==> config.mk <==
export PLATFORM = sky130hd
export DESIGN_NAME = nn_inference_ctrl_flat
export DESIGN_NICKNAME = d
export VERILOG_FILES = /design/src/rtl/nn_inference_ctrl_if.sv /design/src/rtl/nn_inference_ctrl.sv /design/src/flat_wrapper.sv
export SDC_FILE = /design/constraint.sdc
export NUM_CORES = 1
export LEC_CHECK = 0
export BUFFER_PORTS_ARGS = -buffer_cell sky130_fd_sc_hd__clkbuf_2
export CAP_MARGIN = 20
export CELL_PAD_IN_SITES_DETAIL_PLACEMENT = 1
export CELL_PAD_IN_SITES_GLOBAL_PLACEMENT = 1
export CORE_ASPECT_RATIO = 0.6
export CORE_MARGIN = 3
export CORE_UTILIZATION = 27
export DETAILED_ROUTE_END_ITERATION = 6
export PLACE_DENSITY = 0.74
export SLEW_MARGIN = 20
export SYNTH_ARGS = -nofsm -noshare
export SYNTH_HDL_FRONTEND = slang
export SYNTH_SLANG_ARGS = --single-unit
export TNS_END_PERCENT = 5
==> constraint.sdc <==
create_clock -name clk -period 1.3 [get_ports clk]
set_input_delay 0.195 -clock clk [delete_from_list [all_inputs] [get_ports clk]]
set_output_delay 0.195 -clock clk [all_outputs]
set_load 0.02 [all_outputs]
==> src/rtl/nn_inference_ctrl_if.sv <==
// ---------------------------------------------------------------------------
// nn_inference_ctrl_if
// Purpose : groups the frame-in handshake, the pipeline-facing data and the
//           result handshake of nn_inference_ctrl into one bundle.
// Signals :
//   in_valid / in_ready      feature frame handshake (producer -> controller)
//   in_vector                IN_SIZE x IN_W feature frame from producer
//   nn_input_vector          registered frame driven into the dense pipeline
//   nn_output_value          class index coming back from final_layer
//   res_valid / res_ready    result handshake (controller -> consumer)
//   res_class                captured class index
//   busy                     controller is not idle
//   infer_count              completed-inference counter (NN_CTRL_PERF_EN only)
// Modports:
//   master : the controller side (drives in_ready, nn_input_vector, res_*)
//   slave  : the surrounding system (producer, pipeline, consumer)
// ---------------------------------------------------------------------------
interface nn_inference_ctrl_if #(
    parameter int IN_SIZE = 13,
    parameter int IN_W    = 16,
    parameter int CLASS_W = 2
);
    logic                              in_valid;
    logic                              in_ready;
    logic [IN_SIZE-1:0][IN_W-1:0]      in_vector;
    logic [IN_SIZE-1:0][IN_W-1:0]      nn_input_vector;
    logic [CLASS_W-1:0]                nn_output_value;
    logic                              res_valid;
    logic                              res_ready;
    logic [CLASS_W-1:0]                res_class;
    logic                              busy;
`ifdef NN_CTRL_PERF_EN
    logic [15:0]                       infer_count;
`endif

    modport master (
`ifdef NN_CTRL_PERF_EN
        output infer_count,
`endif
        input  in_valid,
        output in_ready,
        input  in_vector,
        output nn_input_vector,
        input  nn_output_value,
        output res_valid,
        input  res_ready,
        output res_class,
        output busy
    );

    modport slave (
`ifdef NN_CTRL_PERF_EN
        input  infer_count,
`endif
        output in_valid,
        input  in_ready,
        output in_vector,
        input  nn_input_vector,
        output nn_output_value,
        input  res_valid,
        output res_ready,
        input  res_class,
        input  busy
    );
endinterface

==> src/rtl/nn_inference_ctrl.sv <==
// ---------------------------------------------------------------------------
// nn_inference_ctrl
// Purpose : sequencer in front of the dense-layer inference pipeline
//           (dense_layer_1..4 + final_layer). Accepts one feature frame,
//           holds it stable on the pipeline input for the fixed pipeline
//           latency, captures the resulting class and offers it on a
//           valid/ready result port. Exactly one frame is in flight.
// Ports   :
//   clk   in   system clock, rising edge
//   rst   in   synchronous reset, active-high
//   bus   nn_inference_ctrl_if.master
//         in_valid/in_ready/in_vector, nn_input_vector, nn_output_value,
//         res_valid/res_ready/res_class, busy, infer_count (optional)
// Parameters:
//   IN_SIZE     feature elements per frame
//   IN_W        width of one feature element
//   NN_LATENCY  clocks from input change to valid nn_output_value (>= 1)
//   CLASS_W     width of the class index
// Build option:
//   NN_CTRL_PERF_EN  when defined, adds a saturating 16-bit count of
//                    completed inferences on bus.infer_count.
// ---------------------------------------------------------------------------
module nn_inference_ctrl #(
    parameter int IN_SIZE    = 13,
    parameter int IN_W       = 16,
    parameter int NN_LATENCY = 5,
    parameter int CLASS_W    = 2
) (
    input  logic                 clk,
    input  logic                 rst,
    nn_inference_ctrl_if.master  bus
);

    localparam int CNT_W = $clog2(NN_LATENCY + 1);

    typedef enum logic [1:0] {
        ST_IDLE   = 2'd0,
        ST_WAIT   = 2'd1,
        ST_RESULT = 2'd2
    } state_t;

    state_t                        state_q, state_d;
    logic [CNT_W-1:0]              cnt_q, cnt_d;
    logic [IN_SIZE-1:0][IN_W-1:0]  vec_q, vec_d;
    logic [CLASS_W-1:0]            class_q, class_d;
    logic                          res_valid_q, res_valid_d;

    logic                          in_ready;
    logic                          in_hs;
    logic                          res_hs;

    // in_ready is masked by rst so a frame offered during reset is never
    // reported as accepted; the first acceptance is the edge after release.
    assign in_ready = (state_q == ST_IDLE) && !rst;
    assign in_hs    = bus.in_valid && in_ready;
    assign res_hs   = (state_q == ST_RESULT) && res_valid_q && bus.res_ready;

    // ------------------------------------------------------------------
    // State and data registers
    // ------------------------------------------------------------------
    always_ff @(posedge clk) begin
        if (rst) begin
            state_q     <= ST_IDLE;
            cnt_q       <= '0;
            vec_q       <= '0;
            class_q     <= '0;
            res_valid_q <= 1'b0;
        end else begin
            state_q     <= state_d;
            cnt_q       <= cnt_d;
            vec_q       <= vec_d;
            class_q     <= class_d;
            res_valid_q <= res_valid_d;
        end
    end

    // ------------------------------------------------------------------
    // Next-state logic
    // ------------------------------------------------------------------
    always_comb begin
        state_d     = state_q;
        cnt_d       = cnt_q;
        vec_d       = vec_q;
        class_d     = class_q;
        res_valid_d = res_valid_q;

        case (state_q)
            ST_IDLE: begin
                if (in_hs) begin
                    vec_d   = bus.in_vector;
                    // Loaded with LATENCY-1 so that the capture falls on the
                    // edge exactly NN_LATENCY clocks after the handshake.
                    cnt_d   = CNT_W'(NN_LATENCY - 1);
                    state_d = ST_WAIT;
                end
            end

            ST_WAIT: begin
                if (cnt_q == '0) begin
                    class_d     = bus.nn_output_value;
                    res_valid_d = 1'b1;
                    state_d     = ST_RESULT;
                end else begin
                    cnt_d = cnt_q - CNT_W'(1);
                end
            end

            ST_RESULT: begin
                // Return to IDLE only; a new frame cannot be taken on the
                // same edge as the result handshake.
                if (res_hs) begin
                    res_valid_d = 1'b0;
                    state_d     = ST_IDLE;
                end
            end

            default: begin
                state_d     = ST_IDLE;
                res_valid_d = 1'b0;
            end
        endcase
    end

    assign bus.in_ready        = in_ready;
    assign bus.nn_input_vector = vec_q;
    assign bus.res_valid       = res_valid_q;
    assign bus.res_class       = class_q;
    assign bus.busy            = (state_q != ST_IDLE);

`ifdef NN_CTRL_PERF_EN
    logic [15:0] infer_count_q, infer_count_d;

    // Saturating count of completed result handshakes.
    always_comb begin
        infer_count_d = infer_count_q;
        if (res_hs && (infer_count_q != 16'hFFFF)) begin
            infer_count_d = infer_count_q + 16'd1;
        end
    end

    always_ff @(posedge clk) begin
        if (rst) begin
            infer_count_q <= 16'd0;
        end else begin
            infer_count_q <= infer_count_d;
        end
    end

    assign bus.infer_count = infer_count_q;
`endif

endmodule

==> src/flat_wrapper.sv <==
// flat-port wrapper written by rule: the top's interface ports become plain ports
module nn_inference_ctrl_flat 
#(
    parameter int IN_SIZE    = 13,
    parameter int IN_W       = 16,
    parameter int NN_LATENCY = 5,
    parameter int CLASS_W    = 2
)
  (clk, rst, bus_in_valid, bus_in_ready, bus_in_vector, bus_nn_input_vector, bus_nn_output_value, bus_res_valid, bus_res_ready, bus_res_class, bus_busy);
  nn_inference_ctrl_if #(.IN_SIZE(IN_SIZE), .IN_W(IN_W), .CLASS_W(CLASS_W)) bus_i ();
  input  logic clk;
  input  logic rst;
  input wire logic [$bits(bus_i.in_valid)-1:0] bus_in_valid;
  output wire logic [$bits(bus_i.in_ready)-1:0] bus_in_ready;
  input wire logic [$bits(bus_i.in_vector)-1:0] bus_in_vector;
  output wire logic [$bits(bus_i.nn_input_vector)-1:0] bus_nn_input_vector;
  input wire logic [$bits(bus_i.nn_output_value)-1:0] bus_nn_output_value;
  output wire logic [$bits(bus_i.res_valid)-1:0] bus_res_valid;
  input wire logic [$bits(bus_i.res_ready)-1:0] bus_res_ready;
  output wire logic [$bits(bus_i.res_class)-1:0] bus_res_class;
  output wire logic [$bits(bus_i.busy)-1:0] bus_busy;
  assign bus_i.in_valid = bus_in_valid;
  assign bus_in_ready = bus_i.in_ready;
  assign bus_i.in_vector = bus_in_vector;
  assign bus_nn_input_vector = bus_i.nn_input_vector;
  assign bus_i.nn_output_value = bus_nn_output_value;
  assign bus_res_valid = bus_i.res_valid;
  assign bus_i.res_ready = bus_res_ready;
  assign bus_res_class = bus_i.res_class;
  assign bus_busy = bus_i.busy;
  nn_inference_ctrl #(.IN_SIZE(IN_SIZE), .IN_W(IN_W), .NN_LATENCY(NN_LATENCY), .CLASS_W(CLASS_W)) u_core (.clk(clk), .rst(rst), .bus(bus_i));
endmodule
==> Flow_metrics.wiki, run 1 <==
{| class="wikitable"
! Metric !! Value
|-
| Result of the run || finished, violations left
|-
| Failing checks || setup timing
|-
| Post-Synthesis Net Count || 1159
|-
| Portion of the post-synthesis area used by sequential elements || 0.570
|-
| Proportion of layout cells with a drive suffix above 1 || 0.401
|-
| Endpoint of the most critical register-to-register path || u_core.bus.nn_input_vector[156]$_SDFFE_PP0P_
|-
| Setup violations, final || 216
|-
| Clock tree from TritonCTS || done
|-
| Count of distinct cell types in the synthesized netlist || 28
|-
| Number of antenna violations at the first check in global routing || 8
|-
| Average footprint of a synthesized cell || 8.05 sq um
|-
| Data arrival at the endpoint of the critical path || 2.12 ns
|-
| Static leakage || 6.54 nW
|-
| CP startpoint kind || flop
|-
| Pin slew with the least headroom to its limit || 0.427 ns
|-
| Layout fillers || 3147
|-
| Area occupied by multi-input gates || 3320 sq um
|-
| Top cell type by total area after synthesis || dfxtp_1
|-
| Number of vias per cell || 4.83
|-
| Post-Synth XOR/XNOR Area || 0.00115
|-
| Critical Setup Path Class || reg -> reg
|-
| Total clock sinks || 216
|-
| Final nets || 1820
|-
| Number of rows in the core area || 46
|-
| Area taken by flip-flops and latches || 4330 sq um
|-
| Synthesized instance count || 943
|-
| Clock period minus worst slack || 1.68 ns
|-
| Die Span X || 222 um
|-
| Number of placed I/O pins || 427
|-
| Most common cell after layout, fill and taps aside || clkbuf_2
|-
| Die H || 136 um
|-
| Post-detailed-route DRC marker count || 0
|-
| Starting density of the core || 0.281
|-
| Hold violation total from the final report || 0
|-
| Area overhead of the layout relative to synthesis || 89.7%
|-
| Via count of the routed design || 9591
|-
| Simple-Gate Fraction of Synth Area || 0.229
|-
| Port-buffer cells || 426
|-
| Number of max-slew violations in the final report || 0
|-
| Cell area after synthesis || 7590 sq um
|-
| Area of the core region || 27100 sq um
|-
| RR Startpoint || u_core.state_q[0]$_SDFFE_PP0P_
|-
| Class of the most critical hold timing path || in -> reg
|-
| Number of enable flip-flop cells after synthesis || 0
|-
| GR Overflow Total || 0
|-
| Synth top area share || 0.570
|-
| Hold_sp || rst
|-
| Maximum buffer depth of the clock tree || 3
|-
| Depth of the CTS H-tree || 1
|-
| Die Area || 30200 sq um
|-
| Dominant combinational cell family by area after synthesis || simple AND/OR/NAND/NOR gates
|-
| Complex-gate fraction of the synthesized area || 0.147
|-
| Post-route fraction of the period consumed by the critical path || 1.29
|-
| Main area contributors after synthesis || dfxtp_1 (57%), nand2_1 (19%), o21ai_0 (11%), nand2b_1 (3.0%), o21ai_1 (2.5%)
|-
| Unrepaired setup endpoints after global routing || yes
|-
| Sum of internal, switching and leakage power || 19.7 mW
|-
| Final WL || 42800 um
|-
| Final Wtd Congestion || 0.812
|-
| Clock edge transition at the registers on the reported setup and hold paths || 0.07 ns
|-
| Routed length per placed instance || 21.6 um
|-
| Hold Path End || u_core.state_q[0]$_SDFFE_PP0P_
|-
| Hold path cells || 3
|-
| Vias in the first global route || 10.3k
|-
| Flip-flop and latch count after synthesis || 216
|-
| Required time of the worst setup path || 1.74 ns
|-
| Worst clock skew || 0.0289 ns
|-
| Clock tree root driver cell || clkbuf_16
|-
| Number of buffers created by CTS || 22
|-
| Initial drt markers || 436
|-
| Share of synthesized area spent on multiplexers || 0.00264
|-
| Overall fraction of global-route tracks in use || 0.241
|-
| Post-DP HPWL || 21000 um
|-
| Max-Cap Viols || 0
|-
| Number of nets still failing antenna checks after routing || 0
|-
| Ratio of total power to cell area || 1370 nW/um^2
|-
| Register-to-register path setup slack || -0.38 ns
|-
| Kind of end point of the critical path || flop
|-
| Crit Path Max Fanout || 12
|-
| Commonest cells after routing, fill and taps aside || clkbuf_2 (396), nand2_1 (326), dlygate4sd3_1 (211), dfxtp_1 (211), o21ai_1 (140)
|-
| Headroom to the max-slew limit || 0.715
|-
| Pin count of the biggest net entering global routing || 70
|-
| Pre-CTS setup slack || -0.164 ns
|-
| Worst voltage drop across the vdd grid || 0.794 mV
|-
| Leading register cell type out of synthesis || dfxtp_1
|-
| R2R depth || 8
|-
| Post-synthesis adder-cell area fraction || 0.00330
|-
| Iteration count of the initial detailed-routing pass || 6
|-
| Async S/R FF share, synth || 0
|-
| Count of warnings emitted by yosys || 0
|-
| Insertion delay to the later sink of the worst-skew pair || 0.52 ns
|-
| Maximum achievable frequency || 594 MHz
|-
| Smallest setup slack after layout || -0.383 ns
|-
| First-pass GRT wire length || 58200 um
|}
## worst max-delay path by stage
stage	startpoint	to	slack, ns	depth (start not counted)
2_1_floorplan	u_core.state_q[0]$_SDFFE_PP0P_	u_core.bus.nn_input_vector[200]$_SDFFE_PP0P_	-0.03	7
6_report	u_core.state_q[0]$_SDFFE_PP0P_	u_core.bus.nn_input_vector[156]$_SDFFE_PP0P_	-0.38	8
3_5_place_dp	rst	u_core.bus.nn_input_vector[79]$_SDFFE_PP0P_	-0.16	5
5_1_grt	u_core.state_q[0]$_SDFFE_PP0P_	u_core.bus.nn_input_vector[156]$_SDFFE_PP0P_	-0.46	8
3_3_place_gp	rst	u_core.bus.nn_input_vector[59]$_SDFFE_PP0P_	-0.10	5
4_1_cts	u_core.state_q[0]$_SDFFE_PP0P_	bus_in_ready	-0.42	4
## cell type report
class,count,area share
multi-input cells,653,0.231
flip-flops and latches,216,0.301
clock inverters,4,0.00513
well taps,360,0.0313
inverters,4,0.00122
clock buffers,33,0.0453
diodes,7,0.00122
repair buffers,707,0.384
## power by group
group	switching [mW]	leakage [nW]	total, mW	internal (mW)
clock	2.80	0.356	6.66	3.86
combinational	2.96	4.40	5.20	2.24
sequential	0.468	1.78	7.81	7.35
## through the flow
stage                     area (sq um)  cells  hold slack, ns  TNS [ns]   util
after floorplan                   7670    943           0.304     -3.52      -
after global placement           10200   1691           0.388    -10.69  0.376
after global routing             14400   1984          0.0847    -66.96  0.532
final                            14400   1984          0.0710    -54.06  0.532
after detailed placement         10200   1691           0.396    -19.61  0.376
after CTS                        13600   1958          0.0370    -42.73  0.501
## cells in the mapped netlist (2+ instances only)
cell type	count
o21ai_1	38
clkbuf_1	41
inv_1	4
ha_1	2
mux2i_1	2
o21ai_0	172
dfxtp_1	216
buf_4	17
buf_2	10
nor2_1	6
nand2b_1	36
nand2_1	382
a21oi_1	2
## cells by family after synthesis
group                    Yosys count
AO/OA/AOI/OAI                    218
XOR/XNOR                           1
adder cells (fa/ha/maj)            2
buffers and inverters             74
flip-flops                       216
multiplexers                       2
AND/OR/NAND/NOR                  430
## flip-flops by register name (all words and copies together) (netlist names)
| register | flops |
|---|---|
| u_core.bus.nn_input_vector | 208 |
| u_core.cnt_q | 3 |
| u_core.bus.res_class | 2 |
| u_core.state_q | 2 |
| u_core.bus.res_valid | 1 |
## repair_timing
action,CTS,global route
resized for setup,132,271
hold buffers,211,0
setup endpoints to repair,214,244
gates cloned,11,12
setup buffers,8,9
hold endpoints to repair,211,0
pin swaps,10,23
## routing by layer
metal  global-route usage  wire length, um  vias up
li1                     -                -     4382
met1                0.264            16100     4682
met2                0.436            22300      415
met3               0.0723             2770      110
met4                0.105             1740        2
met5                    0               13        -
## critical path, stage by stage, from the launching register on
cell and delay [ns]:
dfxtp_2 0.33, buf_6 0.12, nor4b_4 0.31, buf_6 0.22
buf_12 0.17, buf_12 0.12, clkbuf_16 0.15, nand2_1 0.06
o21ai_1 0.11
No activity file was read; power rests on OpenSTA's default activity.
==> run 2: changes to the inputs <==
- CELL_PAD_IN_SITES_DETAIL_PLACEMENT: 1 -> 0
==> run 2 against run 1 <==
Effect of this change:
- the run still ends with setup timing left
- worst setup slack improved by 0.034 ns
- clock power rose by 1%
- first-iteration DRC count fell by 6.4%
- register-to-register slack improved by 0.05 ns
- clock skew fell by 0.017 ns
- clock-buffer cell count rose by 1
- sequential cell count did not move
- hold slack barely moved
- core utilization fell by 0.61 points
- critical path type is now reg -> out
==> Flow_metrics.wiki, run 2 (synthesis results as in run 1) <==
{| class="wikitable"
! Metric !! Value
|-
| Result of the run || finished, violations left
|-
| Failing checks || setup timing
|-
| Pin slew with the least headroom to its limit || 0.341 ns (-0.0857 ns)
|-
| P_int || 13.5 mW (+0.70%)
|-
| Number of max-slew violations in the final report || 0 (unchanged)
|-
| Worst-path cell with the longest stage delay || dfxtp_4
|-
| Post-route fraction of the period consumed by the critical path || 1.27 (-0.0262)
|-
| Static leakage || 6.47 nW (-1.0%)
|-
| Number of antenna violations at the first check in global routing || 2 (-6)
|-
| Maximum achievable frequency || 606 MHz (+2.1%)
|-
| Final WL || 30300 um (-29%)
|-
| Die Span X || 222 um (unchanged)
|-
| Initial drt markers || 408 (-6.4%)
|-
| Largest stage delay on the critical path || 0.35 ns (+0.02 ns)
|-
| Critical Setup Path Class || reg -> out
|-
| Clock tree from TritonCTS || done
|-
| Final nets || 1820 (unchanged)
|-
| Clock edge transition at the registers on the reported setup and hold paths || 0.07 ns (about the same)
|-
| Number of rows in the core area || 46 (unchanged)
|-
| Post-DP HPWL || 18400 um (-12%)
|-
| Class of the most critical hold timing path || in -> reg
|-
| Routed length per placed instance || 15.3 um (-29%)
|-
| Final Wtd Congestion || 0.812 (unchanged)
|-
| Commonest cells after routing, fill and taps aside || clkbuf_2 (413), nand2_1 (340), dfxtp_1 (214)
|-
| Depth of the CTS H-tree || 1 (unchanged)
|-
| Most common cell after layout, fill and taps aside || clkbuf_2
|-
| Maximum buffer depth of the clock tree || 3 (unchanged)
|-
| Crit Path Max Fanout || 4 (-8)
|-
| Proportion of layout cells with a drive suffix above 1 || 0.386 (-0.0149)
|-
| Worst voltage drop across the vdd grid || 1.07 mV (+35%)
|-
| Insertion delay to the later sink of the worst-skew pair || 0.51 ns (about the same)
|-
| Number of placed I/O pins || 427 (unchanged)
|-
| Port-buffer cells || 426 (unchanged)
|-
| Data arrival at the endpoint of the critical path || 1.45 ns (-0.67 ns)
|-
| Unrepaired setup endpoints after global routing || yes
|-
| Clock period minus worst slack || 1.65 ns (-0.0341 ns)
|-
| Kind of end point of the critical path || output pin
|-
| Setup violations, final || 213 (-1.4%)
|-
| Area overhead of the layout relative to synthesis || 87.6%
|-
| Total clock sinks || 216 (unchanged)
|-
| Switching share of total power || 0.296 (-0.0203)
|-
| Die Area || 30200 sq um (unchanged)
|-
| Pin count of the biggest net entering global routing || 70 (unchanged)
|-
| Final instance area || 14200 sq um (-1.1%)
|-
| CP startpoint kind || flop
|-
| Smallest setup slack after layout || -0.349 ns (+0.0341 ns)
|-
| Hold violation total from the final report || 0 (unchanged)
|-
| Number of vias per cell || 4.41 (-8.9%)
|-
| Area of the core region || 27100 sq um (unchanged)
|-
| Overall fraction of global-route tracks in use || 0.184 (-0.0566)
|-
| Post-detailed-route DRC marker count || 0 (unchanged)
|-
| Cell breakdown of the critical path || buf_6 > or2_4 > nor2_4 > buf_8
|-
| R2R depth || 8 (unchanged)
|-
| Fraction of power consumed by sequential logic || 0.402 (+0.005)
|-
| Switch Pwr || 5.70 mW (-8.5%)
|-
| Via count of the routed design || 8731 (-9.0%)
|-
| Vias in the first global route || 8759 (-15%)
|-
| Final cell count without fillers || 1982 (-0.10%)
|-
| Number of nets still failing antenna checks after routing || 0 (unchanged)
|-
| Clock network fraction of design power || 0.350 (+0.011)
|-
| Final hold slack || 0.0709 ns (-0.0000289 ns)
|-
| Dominant delay contributor by cell family on the critical path || flip-flops
|-
| Clock tree root driver cell || clkbuf_16
|-
| Die H || 136 um (unchanged)
|-
| Number of buffers created by CTS || 22 (unchanged)
|-
| Iteration count of the initial detailed-routing pass || 5 (-1)
|-
| Headroom to the max-slew limit || 0.772 (+0.0577)
|-
| Max-Cap Viols || 0 (unchanged)
|-
| GR Overflow Total || 0 (unchanged)
|-
| Total negative setup slack || -46.55 ns (+7.51 ns)
|-
| Max reg flops || 208 (unchanged)
|-
| Worst Path Buf+Inv || 2 (-3)
|-
| Pre-CTS setup slack || -0.165 ns (-0.000744 ns)
|-
| Starting density of the core || 0.281 (unchanged)
|-
| Placed Cells || 1691 (unchanged)
|-
| Worst clock skew || 0.0123 ns (-0.0167 ns)
|-
| WP depth || 4 (-4)
|-
| Required time of the worst setup path || 1.11 ns (-0.63 ns)
|-
| Register-to-register path setup slack || -0.33 ns (+0.05 ns)
|-
| Ratio of total power to cell area || 1350 nW/um^2 (-1.1%)
|-
| Layout fillers || 2404 (-24%)
|-
| Hold path cells || 4 (+1)
|-
| Combinational share of power || 0.248 (-0.016)
|-
| Area post-placement || 10200 sq um (unchanged)
|-
| First-pass GRT wire length || 46100 um (-21%)
|}
run 2: cell count changes in the layout (fill, tap and decap cells not counted), sizes merged:
cell	change
buf	-12
clkbuf	+12
diode	-5
bufbuf	+1
clkinv	+1
clkinvlp	+1
run 2: worst paths after layout:
check                                            endpoint                                          from
max                                          bus_in_ready                u_core.state_q[1]$_SDFFE_PP0P_
min                     u_core.bus.res_valid$_SDFFE_PP0P_                                 bus_res_ready
max reg2reg   u_core.bus.nn_input_vector[60]$_SDFFE_PP0P_                u_core.state_q[0]$_SDFFE_PP0P_
min reg2reg  u_core.bus.nn_input_vector[188]$_SDFFE_PP0P_  u_core.bus.nn_input_vector[188]$_SDFFE_PP0P_
run 2: cell type report:
| class | instances | area (sq um) | share of cell area |
|---|---|---|---|
| Tap cell | 360 | 450 | 0.0316 |
| Clock buffer | 34 | 687 | 0.0482 |
| Clock inverter | 6 | 82.6 | 0.00580 |
| Multi-Input combinational cell | 653 | 3220 | 0.226 |
| Inverter | 4 | 17.5 | 0.00123 |
| Timing Repair Buffer | 707 | 5440 | 0.382 |
| Sequential cell | 216 | 4330 | 0.304 |
| Antenna cell | 2 | 5.00 | 0.000351 |
run 2: routing by layer:
metal	vias to the layer above	part of all wire	track usage
li1	4369	-	-
met1	3977	0.41	0.226
met2	325	0.48	0.310
met3	60	0.075	0.0591
met4	0	0.034	0.0621
met5	-	0	0
run 2: per-stage QoR:
stage	total power [mW]	util
after floorplan	9.76	-
after global placement	11.2	0.376
after detailed placement	11.2	0.376
after CTS	19.1	0.511
after global routing	20.1	0.526
final	19.2	0.526
run 2: power by group through the flow:
| stage | combinational [mW] | clock (mW) | sequential [mW] |
|---|---|---|---|
| after floorplan | 1.07 | 0 | 8.69 |
| after global placement | 3.32 | 0 | 7.84 |
| after detailed placement | 3.33 | 0 | 7.85 |
| after CTS | 4.46 | 6.95 | 7.72 |
| after global routing | 5.11 | 7.17 | 7.81 |
| final | 4.77 | 6.74 | 7.73 |
run 2: worst min-delay path: cells and delay by family:
kind | cells | cell delay, ns
simple gates | 1 | 0.04
buf+inv | 1 | 0.08
compound gates | 2 | 0.22
run 2: timing repair:
action	CTS	global route
gates resized for setup	140	156
setup endpoints to repair	210	226
hold buffers	211	0
hold endpoints to repair	211	0
gates cloned	15	4
pin swaps	34	38
buffers inserted	14	8
